<file path="src/rtl/uart_tx_arbiter_pkg.sv">
// Shared types and defaults for the UART transmit arbiter.
package uart_tx_arbiter_pkg;

    typedef enum logic {
        IDLE = 1'b0,
        BUSY = 1'b1
    } arb_state_t;

    localparam int CLKS_PER_BIT_DEF = 868;

    // One frame (start + 8 data + stop + slack) plus a small margin.
    function automatic int timeout_clks(input int clks_per_bit);
        return 11 * clks_per_bit + 16;
    endfunction

    localparam int TIMEOUT_CLKS_DEF = timeout_clks(CLKS_PER_BIT_DEF);

endpackage

</file>
<file path="src/rtl/uart_tx_arbiter_if.sv">
// Requester / transmitter bundle seen by the arbiter.
interface uart_tx_arbiter_if #(
    parameter int NUM_REQ = 4
);
    localparam int IW = $clog2(NUM_REQ);

    logic [NUM_REQ-1:0]   i_Req_DV;
    logic [NUM_REQ*8-1:0] i_Req_Byte;
    logic [NUM_REQ-1:0]   o_Req_Ack;
    logic                 o_TX_DV;
    logic [7:0]           o_TX_Byte;
    logic                 i_TX_Done;
    logic [IW-1:0]        o_Grant_Idx;
    logic                 o_Busy;
    logic                 o_Timeout;

    modport slave (
        input  i_Req_DV, i_Req_Byte, i_TX_Done,
        output o_Req_Ack, o_TX_DV, o_TX_Byte,
        output o_Grant_Idx, o_Busy, o_Timeout
    );

    modport master (
        output i_Req_DV, i_Req_Byte, i_TX_Done,
        input  o_Req_Ack, o_TX_DV, o_TX_Byte,
        input  o_Grant_Idx, o_Busy, o_Timeout
    );

endinterface

</file>
<file path="src/rtl/rr_pick.sv">
// Round-robin search: nearest requester after the last winner, wrapping.
module rr_pick #(
    parameter int NUM_REQ = 4
) (
    input  logic [NUM_REQ-1:0]         req,
    input  logic [$clog2(NUM_REQ)-1:0] last,
    output logic [$clog2(NUM_REQ)-1:0] idx,
    output logic                       valid
);
    localparam int IW = $clog2(NUM_REQ);

    // Walk from farthest to nearest so the nearest hit is written last.
    always_comb begin
        idx   = last;
        valid = 1'b0;
        for (int i = NUM_REQ; i >= 1; i--) begin
            if (req[IW'((int'(last) + i) % NUM_REQ)]) begin
                idx   = IW'((int'(last) + i) % NUM_REQ);
                valid = 1'b1;
            end
        end
    end

endmodule

</file>
<file path="src/rtl/uart_tx_arbiter.sv">
// Round-robin arbiter feeding one UART transmitter.
// Optional watchdog enabled by defining UART_TX_ARB_TIMEOUT_EN.
module uart_tx_arbiter
    import uart_tx_arbiter_pkg::*;
#(
    parameter int NUM_REQ      = 4,
    parameter int CLKS_PER_BIT = CLKS_PER_BIT_DEF,
    parameter int TIMEOUT_CLKS = timeout_clks(CLKS_PER_BIT)
) (
    input logic               i_Clk,
    input logic               i_Rst_n,
    uart_tx_arbiter_if.slave  bus
);
    localparam int IW = $clog2(NUM_REQ);

    arb_state_t         state;
    logic [NUM_REQ-1:0] ack;
    logic               tx_dv;
    logic [7:0]         tx_byte;
    logic [IW-1:0]      grant;
    logic               busy;
    logic               tmo;
    logic [IW-1:0]      pick_idx;
    logic               pick_valid;
    logic               wd_hit;

    rr_pick #(.NUM_REQ(NUM_REQ)) u_pick (
        .req   (bus.i_Req_DV),
        .last  (grant),
        .idx   (pick_idx),
        .valid (pick_valid)
    );

`ifdef UART_TX_ARB_TIMEOUT_EN
    localparam int CW = $clog2(TIMEOUT_CLKS + 1);

    logic [CW-1:0] wd_cnt;

    always_ff @(posedge i_Clk or negedge i_Rst_n) begin
        if (!i_Rst_n) begin
            wd_cnt <= '0;
        end else if (state == IDLE) begin
            wd_cnt <= '0;
        end else if (!wd_hit) begin
            wd_cnt <= wd_cnt + CW'(1);
        end
    end

    assign wd_hit = (wd_cnt == CW'(TIMEOUT_CLKS - 1));
`else
    assign wd_hit = 1'b0;
`endif

    always_ff @(posedge i_Clk or negedge i_Rst_n) begin
        if (!i_Rst_n) begin
            state   <= IDLE;
            ack     <= '0;
            tx_dv   <= 1'b0;
            tx_byte <= '0;
            grant   <= IW'(NUM_REQ - 1);
            busy    <= 1'b0;
            tmo     <= 1'b0;
        end else begin
            ack   <= '0;
            tx_dv <= 1'b0;
            tmo   <= 1'b0;
            unique case (state)
                IDLE: begin
                    if (pick_valid) begin
                        state   <= BUSY;
                        ack     <= NUM_REQ'(1) << pick_idx;
                        tx_dv   <= 1'b1;
                        tx_byte <= bus.i_Req_Byte[{pick_idx, 3'b000} +: 8];
                        grant   <= pick_idx;
                        busy    <= 1'b1;
                    end
                end
                BUSY: begin
                    if (bus.i_TX_Done) begin
                        state <= IDLE;
                        busy  <= 1'b0;
                    end else if (wd_hit) begin
                        state <= IDLE;
                        busy  <= 1'b0;
                        tmo   <= 1'b1;
                    end
                end
                default: state <= IDLE;
            endcase
        end
    end

    assign bus.o_Req_Ack   = ack;
    assign bus.o_TX_DV     = tx_dv;
    assign bus.o_TX_Byte   = tx_byte;
    assign bus.o_Grant_Idx = grant;
    assign bus.o_Busy      = busy;
    assign bus.o_Timeout   = tmo;

endmodule

</file>
<file path="src/flat_wrapper.sv">
// flat-port wrapper written by rule: the top's interface ports become plain ports
module uart_tx_arbiter_flat import uart_tx_arbiter_pkg::*;
#(
    parameter int NUM_REQ      = 4,
    parameter int CLKS_PER_BIT = CLKS_PER_BIT_DEF,
    parameter int TIMEOUT_CLKS = timeout_clks(CLKS_PER_BIT)
)
  (i_Clk, i_Rst_n, bus_i_Req_DV, bus_i_Req_Byte, bus_i_TX_Done, bus_o_Req_Ack, bus_o_TX_DV, bus_o_TX_Byte, bus_o_Grant_Idx, bus_o_Busy, bus_o_Timeout);
  uart_tx_arbiter_if #(.NUM_REQ(NUM_REQ)) bus_i ();
  input logic i_Clk;
  input logic i_Rst_n;
  input wire logic [$bits(bus_i.i_Req_DV)-1:0] bus_i_Req_DV;
  input wire logic [$bits(bus_i.i_Req_Byte)-1:0] bus_i_Req_Byte;
  input wire logic [$bits(bus_i.i_TX_Done)-1:0] bus_i_TX_Done;
  output wire logic [$bits(bus_i.o_Req_Ack)-1:0] bus_o_Req_Ack;
  output wire logic [$bits(bus_i.o_TX_DV)-1:0] bus_o_TX_DV;
  output wire logic [$bits(bus_i.o_TX_Byte)-1:0] bus_o_TX_Byte;
  output wire logic [$bits(bus_i.o_Grant_Idx)-1:0] bus_o_Grant_Idx;
  output wire logic [$bits(bus_i.o_Busy)-1:0] bus_o_Busy;
  output wire logic [$bits(bus_i.o_Timeout)-1:0] bus_o_Timeout;
  assign bus_i.i_Req_DV = bus_i_Req_DV;
  assign bus_i.i_Req_Byte = bus_i_Req_Byte;
  assign bus_i.i_TX_Done = bus_i_TX_Done;
  assign bus_o_Req_Ack = bus_i.o_Req_Ack;
  assign bus_o_TX_DV = bus_i.o_TX_DV;
  assign bus_o_TX_Byte = bus_i.o_TX_Byte;
  assign bus_o_Grant_Idx = bus_i.o_Grant_Idx;
  assign bus_o_Busy = bus_i.o_Busy;
  assign bus_o_Timeout = bus_i.o_Timeout;
  uart_tx_arbiter #(.NUM_REQ(NUM_REQ), .CLKS_PER_BIT(CLKS_PER_BIT), .TIMEOUT_CLKS(TIMEOUT_CLKS)) u_core (.i_Clk(i_Clk), .i_Rst_n(i_Rst_n), .bus(bus_i));
endmodule
</file>
<file path="config.mk">
export PLATFORM = sky130hd
export DESIGN_NAME = uart_tx_arbiter_flat
export DESIGN_NICKNAME = d
export VERILOG_FILES = /design/src/rtl/uart_tx_arbiter_pkg.sv /design/src/rtl/uart_tx_arbiter_if.sv /design/src/rtl/rr_pick.sv /design/src/rtl/uart_tx_arbiter.sv /design/src/flat_wrapper.sv
export SDC_FILE = /design/constraint.sdc
export NUM_CORES = 1
export LEC_CHECK = 0
export CAP_MARGIN = 20
export CORE_MARGIN = 2
export CORE_UTILIZATION = 29
export CTS_BUF_LIST = sky130_fd_sc_hd__clkbuf_8
export DETAILED_ROUTE_END_ITERATION = 8
export PLACE_DENSITY = 0.69
export SLEW_MARGIN = 20
export SYNTH_ARGS = -nofsm -noshare
export SYNTH_HDL_FRONTEND = slang
export SYNTH_SLANG_ARGS = --single-unit
</file>
<file path="constraint.sdc">
create_clock -name i_Clk -period 3.5 [get_ports i_Clk]
set_input_delay 0.35 -clock i_Clk [delete_from_list [all_inputs] [get_ports i_Clk]]
set_output_delay 0.35 -clock i_Clk [all_outputs]
set_load 0.005 [all_outputs]
</file>
Yosys cells after proc, flatten, opt, wreduce, memory -nomap -nowiden:

Cells that the tools add are included.

* divide/modulo/power cells: 0
* order comparisons: 4
* bitwise gates (word level): 1
* $add $sub $neg: 4
* equality and inequality tests: 2
* muxes and demuxes: 29
* reductions and logical operators: 2
* shifts and indexed selects: 2
* multipliers: 0

Operators with widths (number)
* indexed part select 32 x 6 -> 8 bit: 1
* two-way mux 1 bit: 17
* < comparator 2 x 4 -> 1 bit, second input constant: 4
* binary-select mux 1 bit (select 2 bit): 4
* two-way mux 2 bit: 4
* two-way mux 4 bit: 2
* adder 2 x 1 -> 2 bit, second input constant: 2
* adder 2 bit, second input constant: 2
* case mux 1 bit (2 select lines): 2
* AND reduction 2 bit: 2
* left shift 1 x 2 -> 4 bit, first input constant: 1
* != test 2 x 1 -> 1 bit, second input constant: 1
* != test 2 bit, second input constant: 1
* inverter 1 bit: 1

* RAM bits: 0
* latch bits: 0
* ROM bits: 0
* logic and storage cells: 50
* memories: 0
* bits in registers: 17

Depth between registers and ports, before layout:

* word-level depth: 11
* mapped depth: 6

Cells and area by module:

A second synthesis with hierarchy kept.

* cell total of the unflattened synthesis: 65
* area, all modules: 933.4 um^2

Modules (own cells, without submodules)
* uart_tx_arbiter: area each 850.8 um^2, sequential area each 427.9 um^2, instances 1, cells each 51
* rr_pick: area each 82.6 um^2, sequential area each 0.0 um^2, instances 1, cells each 14

Least setup slack after synthesis:

No wires, ideal clock.

* path kind: register -> register
* start point: reg u_core.grant[0] (netlist: u_core.bus.o_Grant_Idx[0])
* end point: reg u_core.tx_byte[0] (netlist: u_core.bus.o_TX_Byte[0])
* required time: 3.368 ns
* arrival: 1.506 ns
* cell stages (with the launch flop): 7
* buffers on the path: 1
* path slack: 1.862 ns
* setup time: 0.132 ns
* cells stage by stage: dfstp_2 > nand2b_2 > o21ai_2 > a211oi_2 > buf_4 > mux2i_1 > o221ai_2

* cells in the longest elaborated chain, start to end: 9
* elaborated cells between the ends (all ways): 26
* classes of those cells: add/sub: 4; shift: 1; mux: 20; reduce/logical: 1

RTL lines
* from (decl): RTL line uart_tx_arbiter.sv:20 `logic [IW-1:0] grant;`
* from (signal assigned): RTL line uart_tx_arbiter.sv:60 `grant <= IW'(NUM_REQ - 1);`
* from (signal assigned): RTL line uart_tx_arbiter.sv:74 `grant <= pick_idx;`
* adder 2 x 1 -> 2 bit: RTL line rr_pick.sv:17, rr_pick.sv:18
* binary-select mux 1 bit (select 2 bit): RTL line rr_pick.sv:17 `if (req[IW'((int'(last) + i) % NUM_REQ)]) begin`
* two-way mux 1 bit (not written as such) (2 in series): RTL line rr_pick.sv:17
* two-way mux 2 bit or two-way mux 1 bit (tied branches) (4 in series): RTL line rr_pick.sv:17
* indexed part select 32 x 6 -> 8 bit or AND reduction 2 bit (tied branches)
* to (signal assigned): RTL line uart_tx_arbiter.sv:73 `tx_byte <= bus.i_Req_Byte[{pick_idx, 3'b000} +: 8];`
* to (decl): RTL line uart_tx_arbiter.sv:19 `logic [7:0] tx_byte;`

Parallel ways exist; a longest one is shown, timed or not. The select of a mux whose other input is x is not followed.
A chain may end at the register's enable or synchronous reset.

Worst setup path in the final report:

* start point: in bus_i_Req_DV[3]
* end point: reg u_core.tx_byte[4] (netlist: u_core.bus.o_TX_Byte[4])

* cells in the longest elaborated chain, start to end: 8
* elaborated cells between the ends (all ways): 22
* classes of those cells: shift: 1; mux: 20; reduce/logical: 1

RTL lines
* from (decl): RTL line flat_wrapper.sv:12 `input wire logic [$bits(bus_i.i_Req_DV)-1:0] bus_i_Req_DV;`
* binary-select mux 1 bit (select 2 bit): RTL line rr_pick.sv:17
* two-way mux 1 bit (not written as such) (2 in series): RTL line rr_pick.sv:17
* two-way mux 2 bit or two-way mux 1 bit (tied branches) (4 in series): RTL line rr_pick.sv:17
* indexed part select 32 x 6 -> 8 bit or AND reduction 2 bit (tied branches)

Parallel ways exist; a longest one is shown, timed or not. The select of a mux whose other input is x is not followed.

==> flow_metrics.py <==
metrics = {
    "run_status": {
        "status": "complete, no violations",
    },
    "clock_network": {
        "worstSkewPairLatency_ns": 0.25,
        "clockBufferDepth": 2,
        "cts_tree": "yes",
        "cts_buffers": 3,
        "htree_levels": 1,
        "clk_pin_slew_ns": 0.06,
        "root_buffer": "clkbuf_8",
        "cts_resized": 0,
        "cts.hold.buffers_added": 0,
        "cts_setup_buffers": 0,
        "clock-sinks": 17,
    },
    "drt": {
        "drc": 0,
        "num_vias": 828,
        "dr.pass1.iters": 4,
        "routed_wirelength_mm": 2.36,
        "initialDrtViolationCount": 36,
        "vias_per_cell": 4.57,
        "ant_nets": 0,
        "wl_per_cell_um": 13.0,
    },
    "global_routing": {
        "antenna_found_initial": 0,
        "track_usage_pct": 13.6,
        "overflow": 0,
        "grt_max_degree": 19,
        "grt_pass1_wl_mm": 3.71,
        "grt_pass1_vias": 872,
    },
    "synthesis": {
        "ys_ff_latch": 17,
        "netlist.area_leader.share_pct": 39.6,
        "syn_inst": 84,
        "synth_area_per_cell_um2": 11.3,
        "yosysTopAreaCell": "dfrtp_1",
        "seq_area_frac_synth_pct": 45.2,
        "yosysUniqueCellTypes": 22,
        "yosys-top-cells-area": "dfrtp_1 (40%), mux2i_1 (19%), o221ai_2 (13%)",
        "synth_area_um2": 947,
        "yosys_warnings": 0,
        "syn_nets": 123,
    },
    "final_layout": {
        "diodes": 0,
        "final_common_cell": "clkdlybuf4s50_1",
        "nets": 177,
        "mostFrequentLayoutCells": "clkdlybuf4s50_1 (54), mux2i_1 (18), dfrtp_1 (15), nand2_1 (12), o221ai_2 (8)",
        "area_growth_pct": 64.7,
        "drive_gt1_share_pct": 14.6,
        "fillers": 287,
    },
    "sta": {
        "fin_crit_sh_pct": 59.6,
        "rsz0062_at_grt": "no",
        "fmax_mhz": 479,
        "tns_ns": 0,
        "worst_pin_slew_ns": 0.715,
        "final_hold_viol_count": 0,
        "fin_crit_ns": 2.09,
        "slew_viol_final": 0,
        "setup_violations": 0,
        "hold-worst-slack_ns": 0.502,
        "slew-limit-headroom_pct": 52.2,
        "clock_skew_ns": 0.00348,
    },
    "hold_path": {
        "holdPathEnd": "u_core.bus.o_TX_Byte[2]",
        "hold_start": "u_core.bus.o_TX_Byte[2]",
        "hp-class": "reg2reg",
        "whs_path_depth": 2,
    },
    "floorplan": {
        "fp.dieW_um": 61.2,
        "fp.coreArea_um2": 3080,
        "ios": 56,
        "dieArea_um2": 3740,
        "start_util_pct": 30.8,
        "num_rows": 20,
        "die_y_um": 61.2,
    },
    "placed_design": {
        "place.detailed.hpwl_mm": 1.92,
        "numPortBuffers": 54,
        "gp_congestion": 0.777,
    },
    "power": {
        "ir_drop_mv": 0.194,
        "p_leak_nw": 0.665,
        "p_per_area_nw_per_um2": 559,
    },
    "critical_path": {
        "worstSetupEndpointType": "register",
        "timing.rr.end": "u_core.bus.o_TX_Byte[7]",
        "crit_type": "in2reg",
        "r2r_setup_slack_ns": 1.52,
        "crit_start": "bus_i_Req_DV[3]",
        "worst-r2r-cell-count": 6,
        "timing.rr.start": "u_core.bus.o_Grant_Idx[0]",
        "worst_ep_arrival_time_ns": 2.19,
        "cp_max_fo": 12,
        "crit_required_ns": 3.61,
        "worst_setup_path_start_kind": "input pin",
    },
    "run": {
        "cap_violations": 0,
    },
}
-- Yosys cell counts --
master / n
inv_1: 2
dfrtp_1: 15
mux2i_1: 18
o21ai_0: 2
nor4_1: 1
o21ai_2: 1
nand2b_2: 1
conb_1: 1
nor3b_1: 1
a21oi_1: 2
o21a_1: 1
buf_4: 3
buf_6: 1
o221ai_2: 8
nor2_1: 5
dfstp_2: 2
nand2b_1: 3
inv_2: 1
a211oi_2: 1
nand2_1: 12
buf_2: 2
or2_2: 1
-- how the worst max path moves through the flow --
stage	slack, ns	cells after the start	endpoint
3_5_place_dp	1.15	6	u_core.bus.o_TX_Byte[5]
2_1_floorplan	1.86	6	u_core.bus.o_TX_Byte[0]
6_report	1.41	6	u_core.bus.o_TX_Byte[4]
5_1_grt	1.24	6	u_core.bus.o_TX_Byte[3]
3_3_place_gp	1.22	6	u_core.bus.o_TX_Byte[2]
4_1_cts	1.40	6	u_core.bus.o_TX_Byte[4]
-- flip-flops by register name, summed over array words and instances (netlist names) --
| register | cells |
|---|---|
| u_core.bus.o_TX_DV | 1 |
| u_core.state | 1 |
| u_core.bus.o_Grant_Idx | 2 |
| u_core.bus.o_Req_Ack | 4 |
| u_core.bus.o_Busy | 1 |
| u_core.bus.o_TX_Byte | 8 |
-- logic make-up after synthesis --
| group | Yosys count | share of synthesized area [%] |
|---|---|---|
| muxes | 18 | 19.0 |
| other | 1 | 0.396 |
| AOI/OAI and AO/OA | 15 | 17.8 |
| buffers and inverters | 9 | 5.81 |
| DFF | 17 | 45.2 |
| and+or+nand+nor | 24 | 11.8 |
-- worst max-delay path: stages --
cell and delay (ns):
clkdlybuf4s50_1 0.47, nor4_1 0.38, or2_2 0.33, inv_2 0.08
nand2_1 0.42, o221ai_2 0.17
-- area by class of cell --
class	instances	area [um^2]	share of cell area, %
timing repair buffer	55	548	35.1
multi-input combinational	58	472	30.2
sequential	17	428	27.4
tap	44	55.1	3.53
clock buffer	3	41.3	2.65
inverter	3	11.3	0.722
clock inverter	1	5.00	0.321
-- layer usage --
metal	track usage (%)	up-vias	share of wire [%]	routed length (um)
li1	-	405	-	-
met3	3.15	4	7.2	170
met2	25.2	32	52	1220
met5	0	-	0	0
met1	14.8	387	40	937
met4	5.59	0	1.2	29
-- where the power goes --
| group | switching [mW] | internal (mW) | leakage, nW | total [mW] |
|---|---|---|---|---|
| clock network | 0.0638 | 0.0789 | 0.0255 | 0.143 |
| logic | 0.173 | 0.250 | 0.430 | 0.424 |
| registers | 0.0424 | 0.263 | 0.210 | 0.305 |
-- per-stage QoR --
stage | setup slack (ns) | instance area [um^2] | utilization [%] | std cells | power (mW)
2_1_floorplan | 1.86 | 947 | - | 84 | 0.534
3_3_place_gp | 1.22 | 1510 | 49.2 | 177 | 0.729
3_5_place_dp | 1.15 | 1510 | 49.2 | 177 | 0.738
4_1_cts | 1.40 | 1560 | 50.7 | 181 | 0.882
5_1_grt | 1.24 | 1560 | 50.7 | 181 | 0.927
6_report | 1.41 | 1560 | 50.7 | 181 | 0.871
Power figures use the tool's default switching activity.
